===== src/rtl/scale_mux_arb_if.sv =====
// rtl/scale_mux_arb_if.sv - NUM_CH valid/ready input channels plus one registered output stream
interface scale_mux_arb_if #(
  parameter int WIDTH  = 8,
  parameter int NUM_CH = 4,
  parameter int CH_W   = $clog2(NUM_CH)
) ();
  logic [NUM_CH-1:0]       in_valid;
  logic [NUM_CH*WIDTH-1:0] in_data;
  logic [NUM_CH-1:0]       in_ready;
  logic                    out_valid;
  logic                    out_ready;
  logic [WIDTH-1:0]        out_data;
  logic [CH_W-1:0]         out_ch;

  modport master (
    output in_valid, in_data, out_ready,
    input  in_ready, out_valid, out_data, out_ch
  );

  modport slave (
    input  in_valid, in_data, out_ready,
    output in_ready, out_valid, out_data, out_ch
  );
endinterface


===== src/rtl/scale_mux_arb.sv =====
// rtl/scale_mux_arb.sv - NUM_CH:1 valid/ready mux with fixed-priority or round-robin arbitration
module scale_mux_arb #(
  parameter int WIDTH  = 8,
  parameter int NUM_CH = 4,
  parameter int CH_W   = $clog2(NUM_CH)
) (
  input  logic clk,
  input  logic rst,
  input  logic mode_rr,
  scale_mux_arb_if.slave bus
);

  logic [NUM_CH-1:0] grant;
  logic [CH_W-1:0]   grant_idx;
  logic              found;
  logic [CH_W:0]     idx;
  logic              load;
  logic [CH_W-1:0]   rr_ptr;
  logic [CH_W-1:0]   next_ptr;
  logic              out_valid_q;
  logic [WIDTH-1:0]  out_data_q;
  logic [CH_W-1:0]   out_ch_q;

  assign load = ~out_valid_q | bus.out_ready;

  // Search order starts at rr_ptr in round-robin mode, at 0 in fixed mode; first valid wins.
  always_comb begin
    grant     = '0;
    grant_idx = '0;
    found     = 1'b0;
    idx       = '0;
    for (int k = 0; k < NUM_CH; k++) begin
      idx = (mode_rr ? {1'b0, rr_ptr} : {(CH_W+1){1'b0}}) + (CH_W+1)'(k);
      if (idx >= (CH_W+1)'(NUM_CH)) begin
        idx = idx - (CH_W+1)'(NUM_CH);
      end
      if (!found && bus.in_valid[idx[CH_W-1:0]]) begin
        found     = 1'b1;
        grant_idx = idx[CH_W-1:0];
      end
    end
    if (found) begin
      grant[grant_idx] = 1'b1;
    end
  end

  assign next_ptr = (grant_idx == CH_W'(NUM_CH-1)) ? '0 : grant_idx + 1'b1;

  assign bus.in_ready  = grant & {NUM_CH{load & ~rst}};
  assign bus.out_valid = out_valid_q;
  assign bus.out_data  = out_data_q;
  assign bus.out_ch    = out_ch_q;

  always_ff @(posedge clk) begin
    if (rst) begin
      out_valid_q <= 1'b0;
      out_data_q  <= '0;
      out_ch_q    <= '0;
      rr_ptr      <= '0;
    end else if (load) begin
      if (found) begin
        out_valid_q <= 1'b1;
        out_data_q  <= bus.in_data[grant_idx*WIDTH +: WIDTH];
        out_ch_q    <= grant_idx;
        rr_ptr      <= next_ptr;
      end else begin
        out_valid_q <= 1'b0;
      end
    end
  end

endmodule


===== src/flat_wrapper.sv =====
// flat-port wrapper written by rule: the top's interface ports become plain ports
module scale_mux_arb_flat 
#(
  parameter int WIDTH  = 8,
  parameter int NUM_CH = 4,
  parameter int CH_W   = $clog2(NUM_CH)
)
  (clk, rst, mode_rr, bus_in_valid, bus_in_data, bus_out_ready, bus_in_ready, bus_out_valid, bus_out_data, bus_out_ch);
  scale_mux_arb_if #(.WIDTH(WIDTH), .NUM_CH(NUM_CH), .CH_W(CH_W)) bus_i ();
  input  logic clk;
  input  logic rst;
  input  logic mode_rr;
  input wire logic [$bits(bus_i.in_valid)-1:0] bus_in_valid;
  input wire logic [$bits(bus_i.in_data)-1:0] bus_in_data;
  input wire logic [$bits(bus_i.out_ready)-1:0] bus_out_ready;
  output wire logic [$bits(bus_i.in_ready)-1:0] bus_in_ready;
  output wire logic [$bits(bus_i.out_valid)-1:0] bus_out_valid;
  output wire logic [$bits(bus_i.out_data)-1:0] bus_out_data;
  output wire logic [$bits(bus_i.out_ch)-1:0] bus_out_ch;
  assign bus_i.in_valid = bus_in_valid;
  assign bus_i.in_data = bus_in_data;
  assign bus_i.out_ready = bus_out_ready;
  assign bus_in_ready = bus_i.in_ready;
  assign bus_out_valid = bus_i.out_valid;
  assign bus_out_data = bus_i.out_data;
  assign bus_out_ch = bus_i.out_ch;
  scale_mux_arb #(.WIDTH(WIDTH), .NUM_CH(NUM_CH), .CH_W(CH_W)) u_core (.clk(clk), .rst(rst), .mode_rr(mode_rr), .bus(bus_i));
endmodule

===== config.mk =====
export PLATFORM = sky130hd
export DESIGN_NAME = scale_mux_arb_flat
export DESIGN_NICKNAME = d
export VERILOG_FILES = /design/src/rtl/scale_mux_arb_if.sv /design/src/rtl/scale_mux_arb.sv /design/src/flat_wrapper.sv
export SDC_FILE = /design/constraint.sdc
export NUM_CORES = 1
export LEC_CHECK = 0
export BUFFER_PORTS_ARGS = -buffer_cell sky130_fd_sc_hd__buf_2
export CAP_MARGIN = 25
export CORE_MARGIN = 5
export CORE_UTILIZATION = 28
export CTS_BUF_LIST = sky130_fd_sc_hd__clkbuf_16
export CTS_CLUSTER_DIAMETER = 200
export CTS_CLUSTER_SIZE = 10
export DETAILED_ROUTE_END_ITERATION = 12
export GPL_TIMING_DRIVEN = 0
export RECOVER_POWER = 25
export SLEW_MARGIN = 10
export SYNTH_ARGS = -nofsm -noshare
export SYNTH_HDL_FRONTEND = slang
export SYNTH_SLANG_ARGS = --single-unit

===== constraint.sdc =====
create_clock -name clk -period 3.5 [get_ports clk]
set_input_delay 0.35 -clock clk [delete_from_list [all_inputs] [get_ports clk]]
set_output_delay 0.35 -clock clk [all_outputs]
set_load 0.005 [all_outputs]

Word level (Yosys, flattened, before mapping) --
Index checks and enable logic that the tools add are counted.
Word-level totals: bits in registers 13, input port bits 40, output and inout port bits 15, logic and storage cells 63
Cells by class: add/sub/neg operators 8, order comparisons 10, equal/unequal tests 1, shift operators 1, multiplexer cells 26, bitwise gates (word level) 5, reduce and logical (&&, ||, !) cells 8
Operator list (count):
- 32-bit by 6-bit indexed part select with 8-bit output | 1
- 2-bit two-way mux | 10
- 2-bit by 3-bit less-than comparator with 1-bit output (second input constant) | 5
- 1-bit two-way mux | 10
- 3-bit >= comparator (second input constant) | 3
- 1-bit binary-select mux with 2-bit select | 4
- 2-bit by 1-bit subtractor with 2-bit output (second input constant) | 4
- 2-bit by 2-bit adder with 3-bit output (second input constant) | 2
- 4-bit AND | 1
- 1-bit logical AND | 4
- 4-bit two-way mux | 1
- 2-bit by 1-bit adder with 3-bit output (second input constant) | 1
- 2-bit by 3-bit >= comparator with 1-bit output (second input constant) | 1
- 1-bit logical NOT | 3
- 2-bit by 1-bit adder with 2-bit output (second input constant) | 1
- 1-bit demux with 2-bit select | 1
- 2-bit == test (second input constant) | 1
- 2-bit by 1-bit >= comparator with 1-bit output (second input constant) | 1
- 1-bit NOT | 2
- 2-bit AND reduction | 1
- 1-bit AND | 1
- 1-bit OR | 1

Logic depth before layout (Yosys ltp) --
Gate-level depths: netlist of run 1.
depth after elaboration 21, gate-level depth with buffers 12, depth with buffers taken out 9

Worst setup path after synthesis of run 1 --
Ideal clock, no wire load.
path type input-to-output, from in bus_in_valid[1], to out bus_in_ready[3], arrival time 1.851 ns, data required time 3.150 ns, slack 1.299 ns, cell stages on the path 9, buffers on the path 2, path through clkbuf_1 > a21boi_0 > a211oi_1 > o41ai_2 > o2bb2ai_2 > buf_6 > inv_2 > ha_1 > and2_1
Between the ends: longest elaborated chain between the ends 18, elaborated cells between the ends (all ways) 29, those cells by class order compare: 2; mux: 19; bitwise: 1; reduce/logical: 7
RTL lines:
- start, declared | RTL line flat_wrapper.sv:13 | input wire logic [$bits(bus_i.in_valid)-1:0] bus_in_valid;
- 1-bit binary-select mux with 2-bit select | RTL line scale_mux_arb.sv:37 | if (!found && bus.in_valid[idx[CH_W-1:0]]) begin
- 1-bit two-way mux (not written as such) | RTL line scale_mux_arb.sv:37
- 1-bit two-way mux | RTL line scale_mux_arb.sv:37
- 1-bit logical NOT | RTL line scale_mux_arb.sv:37
- 1-bit logical AND | RTL line scale_mux_arb.sv:37
- 1-bit two-way mux | RTL line scale_mux_arb.sv:37
- 1-bit logical NOT | RTL line scale_mux_arb.sv:37
- 1-bit logical AND | RTL line scale_mux_arb.sv:37
- [... 2 more ...]
- 1-bit logical AND | RTL line scale_mux_arb.sv:37
- 2-bit two-way mux | RTL line scale_mux_arb.sv:37
- 2-bit by 3-bit less-than comparator with 1-bit output (not written as such) or 2-bit by 1-bit >= comparator with 1-bit output (tied branches) | RTL line scale_mux_arb.sv:43 | grant[grant_idx] = 1'b1;
- 1-bit logical AND (not written as such) | RTL line scale_mux_arb.sv:43
- 1-bit two-way mux (not written as such) | RTL line scale_mux_arb.sv:43
- 1-bit demux with 2-bit select
- 4-bit two-way mux * | RTL line scale_mux_arb.sv:42 | if (found) begin
- 4-bit AND * | RTL line scale_mux_arb.sv:49 | assign bus.in_ready = grant & {NUM_CH{load & ~rst}};
- end, declared | RTL line flat_wrapper.sv:16 | output wire logic [$bits(bus_i.in_ready)-1:0] bus_in_ready;
Every way passes the cells marked *; elsewhere a longest branch is shown, timed or not. The select of a mux whose other input is x is not followed.

Final worst setup path of run 1 --
from reg u_core.rr_ptr[0], to out bus_in_ready[3]
Between the ends: longest elaborated chain between the ends 21, elaborated cells between the ends (all ways) 45, those cells by class add/sub: 7; order compare: 6; mux: 24; bitwise: 1; reduce/logical: 7
RTL lines:
- start, declared | RTL line scale_mux_arb.sv:18 | logic [CH_W-1:0] rr_ptr;
- start signal, assigned | RTL line scale_mux_arb.sv:65 | rr_ptr <= next_ptr;
- 2-bit two-way mux * | RTL line scale_mux_arb.sv:33 | idx = (mode_rr ? {1'b0, rr_ptr} : {(CH_W+1){1'b0}}) + (CH_W+1)'(k);
- branches (longest 18 deep; another with 2-bit by 1-bit adder with 3-bit output)
- 4-bit two-way mux * | RTL line scale_mux_arb.sv:42
- 4-bit AND * | RTL line scale_mux_arb.sv:49
Every way passes the cells marked *. The select of a mux whose other input is x is not followed.

==> metrics, run 1 <==
status completed; Core Box Area 4294 um2; WP data required 3.15 ns; drt wl/cell 12.87 um; gpl congestion 0.8502; critical path class reg2out; P per Cell Area 550.1 nW/um2; Seq/Total Area, Yosys 21.31%; H-tree Lvls 1; syn_nets 202; Clock Sinks 13; final hold violation count 0; antenna violations before repair 0; worst-path maximum fanout 10; commonest non-fill, non-tap cell in the layout buf_2; Total GRT Usage 11.42%; initial DRC count 86; Startpoint Class flip-flop; total gr overflow 0; Setup Fix Bufs, Post-CTS 0; worst hold path class in2reg; Num CTS Buffers 3; Hold Crit Depth 3; share of post-route cells with drive strength above 1 34.56%; Layout Nets 259; Worst Path Arrival 2.34 ns; Syn-to-layout area delta 32.89%; Clock Tree Buf Depth 2; Yosys reg bits 13; R2R setup slack 1.29 ns; top cell type's share of synthesized area 21.31%; Fmax 0.3716 GHz; actual slew at the worst max-slew pin 0.6921 ns; CTS resizes 0; Port Buffers 52; DRT Pass-1 Iters 4; Max IR drop VDD 0.2786 mV; Root Buffer clkbuf_16; Slew HR 53.44%; RSZ-0062 raised after global routing no; family with the most delay on the worst path compound AO/OA/AOI/OAI gates; vias in the first global route 1214; I/O pin count 55; worst hold slack 0.4163 ns; Yosys top cell by area dfxtp_1; Final min period 2.691 ns; worst hold path startpoint bus_in_data[31]; routed wire length 3462 um; prevailing post-synth register cell dfxtp_1; drt drc 0; Max Cap Violations 0; die extent in x 76.04 um; diode count 0; Lkg Pwr 0.0007881 uW; Area contributors post-synth dfxtp_1 21%, mux2i_1 14%, nand2_1 9.8%; Stages on worst setup path 10; DPL Wire Length 2755 um; setup TNS 0 ns; Async S/R FF share, synth 0%; Filler Cell Count 473; Clk pin slew, worst setup/hold paths 0.04 ns; largest net degree at the start of global routing 11; via density per instance 5.007; capture point of the worst reg-to-reg path u_core.rr_ptr[0]; Crit-path slowest cell a211oi_1; Syn Inst Count 161; cell row count 24; EDFF count, synth 0; worst reg2reg path depth 11; Setup crit end kind output pin; Ys Warns 0; Crit path buffers/inverters 4; Period Utilization, post-route 76.88%; crit-path cells buf_4 -> xor2_2 -> a211oi_1 -> o41ai_2 -> o2bb2ai_2 -> buf_6 -> inv_2 -> ha_1 -> and2_1 -> buf_2; Final setup violation count 0; Die ar. 5782 um2; syn_area_per_cell 7.585 um2; Vias 1347; clk_lat worst skew 0.24 ns; hold endpoint u_core.bus.out_data[7]; RR Startpoint u_core.rr_ptr[1]; Initial Utilization 28.44%; most frequent cells in the layout 54 x buf_2, 32 x nand2_1, 17 x mux2i_1, 17 x nor3_1, 13 x dfxtp_1; Critical Path Max Stage Delay 0.40 ns; first-pass GRT wire length 5637 um; TritonCTS clock tree done; Unique masters post-synth 46; hold_buf cts 0; clk_skew 0.003215 ns; die height 76.04 um; Antenna Nets Post-Route 0; Max Slew Vio Count 0; Cell Area, Synth 1221 um2
Yosys cell counts (2+ instances only):
master and instances:
nand3_1 3, a211oi_1 3, a211o_1 2, buf_4 2, mux2i_1 17, clkbuf_1 3
nor3_1 17, o211ai_1 11, buf_2 4, nor2b_1 3, a21oi_1 3, dfxtp_1 13
inv_1 4, buf_6 4, nor2_1 9, nand2_1 32, nand4_1 2
stage by stage:
stage | total power, uW | std cells | instance area, um2 | utilization [%] | worst slack, ns
after floorplan | 560.4 | 161 | 1221 | - | 1.299
after global placement | 694.8 | 265 | 1546 | 36.01 | 0.7594
after CTS | 903.3 | 269 | 1625 | 37.85 | 0.7923
after global routing | 965.0 | 269 | 1623 | 37.79 | 0.5708
final | 892.7 | 269 | 1623 | 37.79 | 0.8093
after detailed placement | 693.5 | 265 | 1546 | 36.01 | 0.8222
per-layer routing:
layer  global-route usage, %  vias up  share of wire [%]
met3                   4.492        2                 10
met2                   17.72       68                 45
li1                        -      695                  -
met1                   15.43      582                 45
met4                   1.068        0               0.23
met5                       0        -                  0
cells by family (layout without fill, tap and decap cells):
group | count (synthesis) | count (layout) | synth area share, %
AOI/OAI and AO/OA | 32 | 32 | 21.31
muxes | 17 | 17 | 13.93
buffers and inverters | 18 | 74 | 9.015
DFF | 13 | 13 | 21.31
adders and majority gates | 1 | 1 | 1.024
and+or+nand+nor | 79 | 79 | 32.07
xor gates and xnor gates | 1 | 1 | 1.332
sequential cells by signal, indices dropped and copies added, names as in the netlist:
signal and count:
u_core.bus.out_ch 2, u_core.bus.out_data 8, u_core.bus.out_valid 1, u_core.rr_ptr 2
worst max path at each step:
stage	startpoint	end	slack, ns
6_report	u_core.rr_ptr[0]	bus_in_ready[3]	0.81
3_5_place_dp	bus_in_valid[1]	bus_in_ready[2]	0.82
5_1_grt	bus_in_valid[1]	bus_in_ready[2]	0.57
3_3_place_gp	bus_in_valid[1]	bus_in_ready[2]	0.76
2_1_floorplan	bus_in_valid[1]	bus_in_ready[3]	1.30
4_1_cts	u_core.rr_ptr[0]	bus_in_ready[3]	0.79
area by class of cell:
type,instances,area (um2),share of cell area (%)
well taps,52,65.06,4.009
multi-input cells,130,850.8,52.43
clock inverters,1,3.754,0.2313
repair buffers,52,257.7,15.88
clock buffers,3,75.07,4.626
flip-flops and latches,13,260.3,16.04
inverters,5,18.77,1.157
plain buffers,13,91.34,5.628
worst register-to-register path, delay by kind of cell (launching register included):
kind,cells,cell delay (ns)
adders and majority gates,1,0.14
DFF,1,0.29
and+or+nand+nor,2,0.11
xor gates and xnor gates,1,0.32
buffers and inverters,3,0.43
AOI/OAI and AO/OA,4,0.80
power by group:
part	leakage, uW	internal (uW)	switching (uW)
Sequential	0.000108	193	19.1
Combinational	0.000638	220	255
Clock	0.0000423	150	54.9
Total	0.000788	563	329
Note: power is estimated with default switching activity, not from simulation.
==> run 2: changes to the inputs <==
Clock period 3.5 ns to 2.35 ns, I/O delays scaled along.
==> run 2 against run 1 <==
  * Power is 81% higher
  * Largest cell class unchanged
  * Highest routed layer unchanged
  * Critical endpoint is now bus_in_ready[1]
  * Final cell count is 3.7% higher
  * The flow now finishes with violations (negative setup slack)
  * Core utilization is 6.3 points higher
==> metrics, run 2 (synthesis gave the netlist of run 1 again) <==
drt drc 0; Period Utilization, post-route 100.6%; Root Buffer clkbuf_16; Final min period 2.364 ns; most frequent cells in the layout 52 x buf_2, 31 x nand2_1, 16 x mux2i_1, 16 x nor3_1; Slew HR 40.19%; worst reg2reg path depth 10; clk_skew 0.003022 ns; Fmax 0.4230 GHz; DPL Wire Length 2755 um; Clock Sinks 13; Hold Crit Depth 3; DRT Pass-1 Iters 4; Worst Path Arrival 2.13 ns; total gr overflow 0; violated checks negative setup slack; diode count 0; vias in the first global route 1376; Filler Cell Count 435; Die ar. 5782 um2; TritonCTS clock tree done; I/O pin count 55; die height 76.04 um; Clock Tree Buf Depth 2; Port Buffers 52; commonest non-fill, non-tap cell in the layout buf_2; initial DRC count 101; critical path class reg2out; Clk pin slew, worst setup/hold paths 0.04 ns; die extent in x 76.04 um; via density per instance 5.075; max FFs per register 8; RSZ-0062 raised after global routing yes; share of post-route cells with drive strength above 1 44.49%; cell row count 24; gpl congestion 0.8502; Antenna Nets Post-Route 0; status complete, but fails checks; final hold violation count 0; Lkg Pwr 0.0008855 uW; hold_buf cts 0; largest net degree at the start of global routing 11; Final setup violation count 2; P per Cell Area 855.3 nW/um2; pre-CTS WS -0.09778 ns; worst hold path class in2reg; H-tree Lvls 1; Setup crit end kind output pin; design area 1894 um2; first-pass GRT wire length 6389 um; Final Power 1620 uW; placed instance area 1546 um2; drt wl/cell 14.31 um; actual slew at the worst max-slew pin 0.8890 ns; Layout Nets 269; Max Slew Vio Count 0; routed wire length 3993 um; setup slack after layout -0.01417 ns; Core Box Area 4294 um2; WP data required 2.12 ns; Startpoint Class flip-flop; antenna violations before repair 0; worst-path maximum fanout 5; Num CTS Buffers 3; Total GRT Usage 12.95%; Vias 1416; Initial Utilization 28.44%; clk_lat worst skew 0.24 ns; Syn-to-layout area delta 55.12%; Max IR drop VDD 0.4190 mV; Max Cap Violations 0
run 2: cell types whose count changed in the layout (fill, tap and decap cells not counted), moves of 2 or more:
cell / delta
nor3_4: +2
buf_12: +2
buf_6: +3
a211oi_1: -2
nor2_1: -2
buf_2: -2
a211oi_2: +2
dfxtp_1: -2
nor2_4: +2
buf_4: +6
run 2: worst max-delay path, stage by stage, from the launching register on:
cell and delay [ns]:
dfxtp_4 0.40, buf_8 0.13, mux2i_4 0.23, o22ai_2 0.11
o41ai_2 0.44, o2bb2ai_4 0.14, buf_6 0.14, buf_12 0.12
nor2_4 0.07, buf_2 0.11
run 2: final timing paths:
kind                                from                     end  slack (ns)
hold reg to reg   u_core.bus.out_data[0]  u_core.bus.out_data[0]        0.47
hold / removal           bus_in_data[31]  u_core.bus.out_data[7]        0.30
setup / recovery        u_core.rr_ptr[0]         bus_in_ready[1]       -0.01
setup reg to reg        u_core.rr_ptr[0]  u_core.bus.out_data[0]        0.08
run 2: per-layer routing:
metal	vias to the layer above	global-route usage, %	wire length [um]
met5	-	0	0
met1	639	16.40	1670
met3	4	4.492	309
li1	719	-	-
met4	0	1.246	19
met2	54	21.83	1994
run 2: through the flow:
| stage | setup TNS, ns | hold slack (ns) | std cells | util [%] |
|---|---|---|---|---|
| after global placement | -0.1831 | 0.4538 | 265 | 36.01 |
| after floorplan | 0 | 0.4334 | 161 | - |
| after detailed placement | -0.09778 | 0.4631 | 265 | 36.01 |
| final | -0.01601 | 0.3000 | 279 | 44.11 |
| after global routing | -0.3171 | 0.3050 | 279 | 44.11 |
| after CTS | -0.06936 | 0.2991 | 276 | 42.05 |
run 2: final cells by class:
type | count | area, um2 | share of cell area, %
clock buffer | 3 | 75.07 | 3.963
timing repair buffer | 64 | 386.6 | 20.41
tap | 52 | 65.06 | 3.435
inverter | 5 | 21.27 | 1.123
buffer | 11 | 87.58 | 4.624
sequential | 13 | 265.3 | 14.00
multi-input combinational | 130 | 989.7 | 52.25
clock inverter | 1 | 3.754 | 0.1982
run 2: repair_timing:
action	CTS	global route
hold endpoints to repair	0	0
gates cloned	0	0
setup buffers	7	5
pin swaps	6	9
endpoints found under the setup margin	4	4
gates resized for setup	29	14
run 2: report_power, final:
group / internal, uW / total (uW) / switching, uW
Sequential: 292 / 334 / 42.1
Combinational: 498 / 980 / 482
Clock: 223 / 306 / 82.4
==> run 3: changes to the inputs <==
Settings changed: TNS_END_PERCENT set to 1.
==> run 3 against run 2 <==
  * Non-clock buffer count fell by 3
  * Core utilization fell by 1.6 points
  * Highest routed layer unchanged
  * Largest power group unchanged
  * The run still ends with negative setup slack left
  * Die area did not move
  * Clock power barely moved
  * Via count is 0.56% lower
  * Wire length shrank 4.1%
==> metrics, run 3 (synthesis gave the netlist of run 1 again) <==
Period Utilization, post-route 102.6%; die height 76.04 um; actual slew at the worst max-slew pin 0.8760 ns; I/O pin count 55; area of the multi-input gates 972.2 um2; RSZ-0062 raised after global routing yes; Initial Utilization 28.44%; design area 1826 um2; Worst Path Arrival 2.18 ns; Num CTS Buffers 3; Clock Sinks 13; TritonCTS clock tree done; setup TNS -0.07392 ns; status complete, but fails checks; Max IR drop VDD 0.4181 mV; vias in the first global route 1364; critical path class reg2out; via density per instance 5.101; DRT Pass-1 Iters 4; H-tree Lvls 1; placed instance area 1546 um2; Util after Layout 42.51%; max FFs per register 8; Final Power 1529 uW; gpl congestion 0.8502; WP data required 2.12 ns; final hold violation count 0; Setup crit end kind output pin; drt wl/cell 13.88 um; hold_buf cts 0; Startpoint Class flip-flop; Syn-to-layout area delta 49.49%; Clk pin slew, worst setup/hold paths 0.04 ns; Total GRT Usage 12.86%; Slew HR 41.06%; diode count 0; Final min period 2.411 ns; routed wire length 3831 um; Layout Nets 266; worst hold path class in2reg; Die ar. 5782 um2; Filler Cell Count 447; Max Cap Violations 0; Reg area 261.5 um2; Lkg Pwr 0.0008601 uW; Fmax 0.4148 GHz; most frequent cells in the layout 52 x buf_2, 31 x nand2_1, 16 x mux2i_1, 16 x nor3_1, 12 x dfxtp_1; cell row count 24; clk_skew 0.003143 ns; setup slack after layout -0.06070 ns; Core Box Area 4294 um2; DPL Wire Length 2755 um; largest net degree at the start of global routing 11; Final setup violation count 3; clk_lat worst skew 0.24 ns; drt drc 0; Clock Tree Buf Depth 2; worst hold slack 0.3012 ns; Port Buffers 52; initial DRC count 134; P per Cell Area 837.6 nW/um2; first-pass GRT wire length 6348 um; commonest non-fill, non-tap cell in the layout buf_2; worst-path maximum fanout 8; violated checks negative setup slack; antenna violations before repair 0; Vias 1408; share of post-route cells with drive strength above 1 42.86%; total gr overflow 0; Max Slew Vio Count 0; Antenna Nets Post-Route 0; Root Buffer clkbuf_16; die extent in x 76.04 um
run 3: worst paths after layout:
| check | startpoint | end | slack, ns | cells past startpoint |
|---|---|---|---|---|
| worst max register to register | u_core.rr_ptr[0] | u_core.bus.out_data[0] | 0.21 | 11 |
| worst min-delay path | bus_in_data[31] | u_core.bus.out_data[7] | 0.30 | 3 |
| worst min register to register | u_core.bus.out_data[2] | u_core.bus.out_data[2] | 0.47 | 2 |
| worst max-delay path | u_core.rr_ptr[0] | bus_in_ready[3] | -0.06 | 12 |
run 3: area by class of cell:
| type | instances | area share [%] |
|---|---|---|
| clock buffer | 3 | 4.112 |
| multi-input combinational | 130 | 53.26 |
| clock inverter | 1 | 0.2056 |
| buffer | 13 | 5.826 |
| sequential | 13 | 14.32 |
| timing repair buffer | 59 | 17.55 |
| tap | 52 | 3.564 |
| inverter | 5 | 1.165 |
run 3: timing repair:
| item | 4_1_cts | 5_1_grt |
|---|---|---|
| pin swaps | 4 | 5 |
| setup buffers | 7 | 0 |
| gates resized for setup | 28 | 6 |
| setup endpoints to repair | 4 | 4 |
run 3: where the power goes:
part           switching [uW]  internal (uW)
Clock                    82.0            223
Sequential               30.9            289
Combinational             465            439
Total                     577            952
run 3: stage by stage:
step,setup WS [ns],std cells
after global placement,-0.1606,265
after floorplan,0.3008,161
after detailed placement,-0.09778,265
after global routing,-0.1593,276
final,-0.06070,276
after CTS,-0.04749,276
run 3: worst max-delay path: stages (launching register included):
cell and delay (ns):
dfxtp_2 0.31, buf_6 0.13, buf_8 0.13, buf_4 0.13, a21bo_2 0.21, a32oi_1 0.18
a31o_1 0.19, buf_4 0.17, nor2_4 0.05, inv_2 0.10, ha_4 0.14, and2_4 0.13
buf_6 0.09
run 3: metal layers:
layer  track usage (%)  vias up  share of wire (%)  wire length, um
li1                  -      712                  -                -
met1             16.33      631                 42             1598
met2             21.58       61                 49             1884
met3             4.492        4                8.4              321
met4             1.246        0               0.70               27
met5                 0        -                  0                0
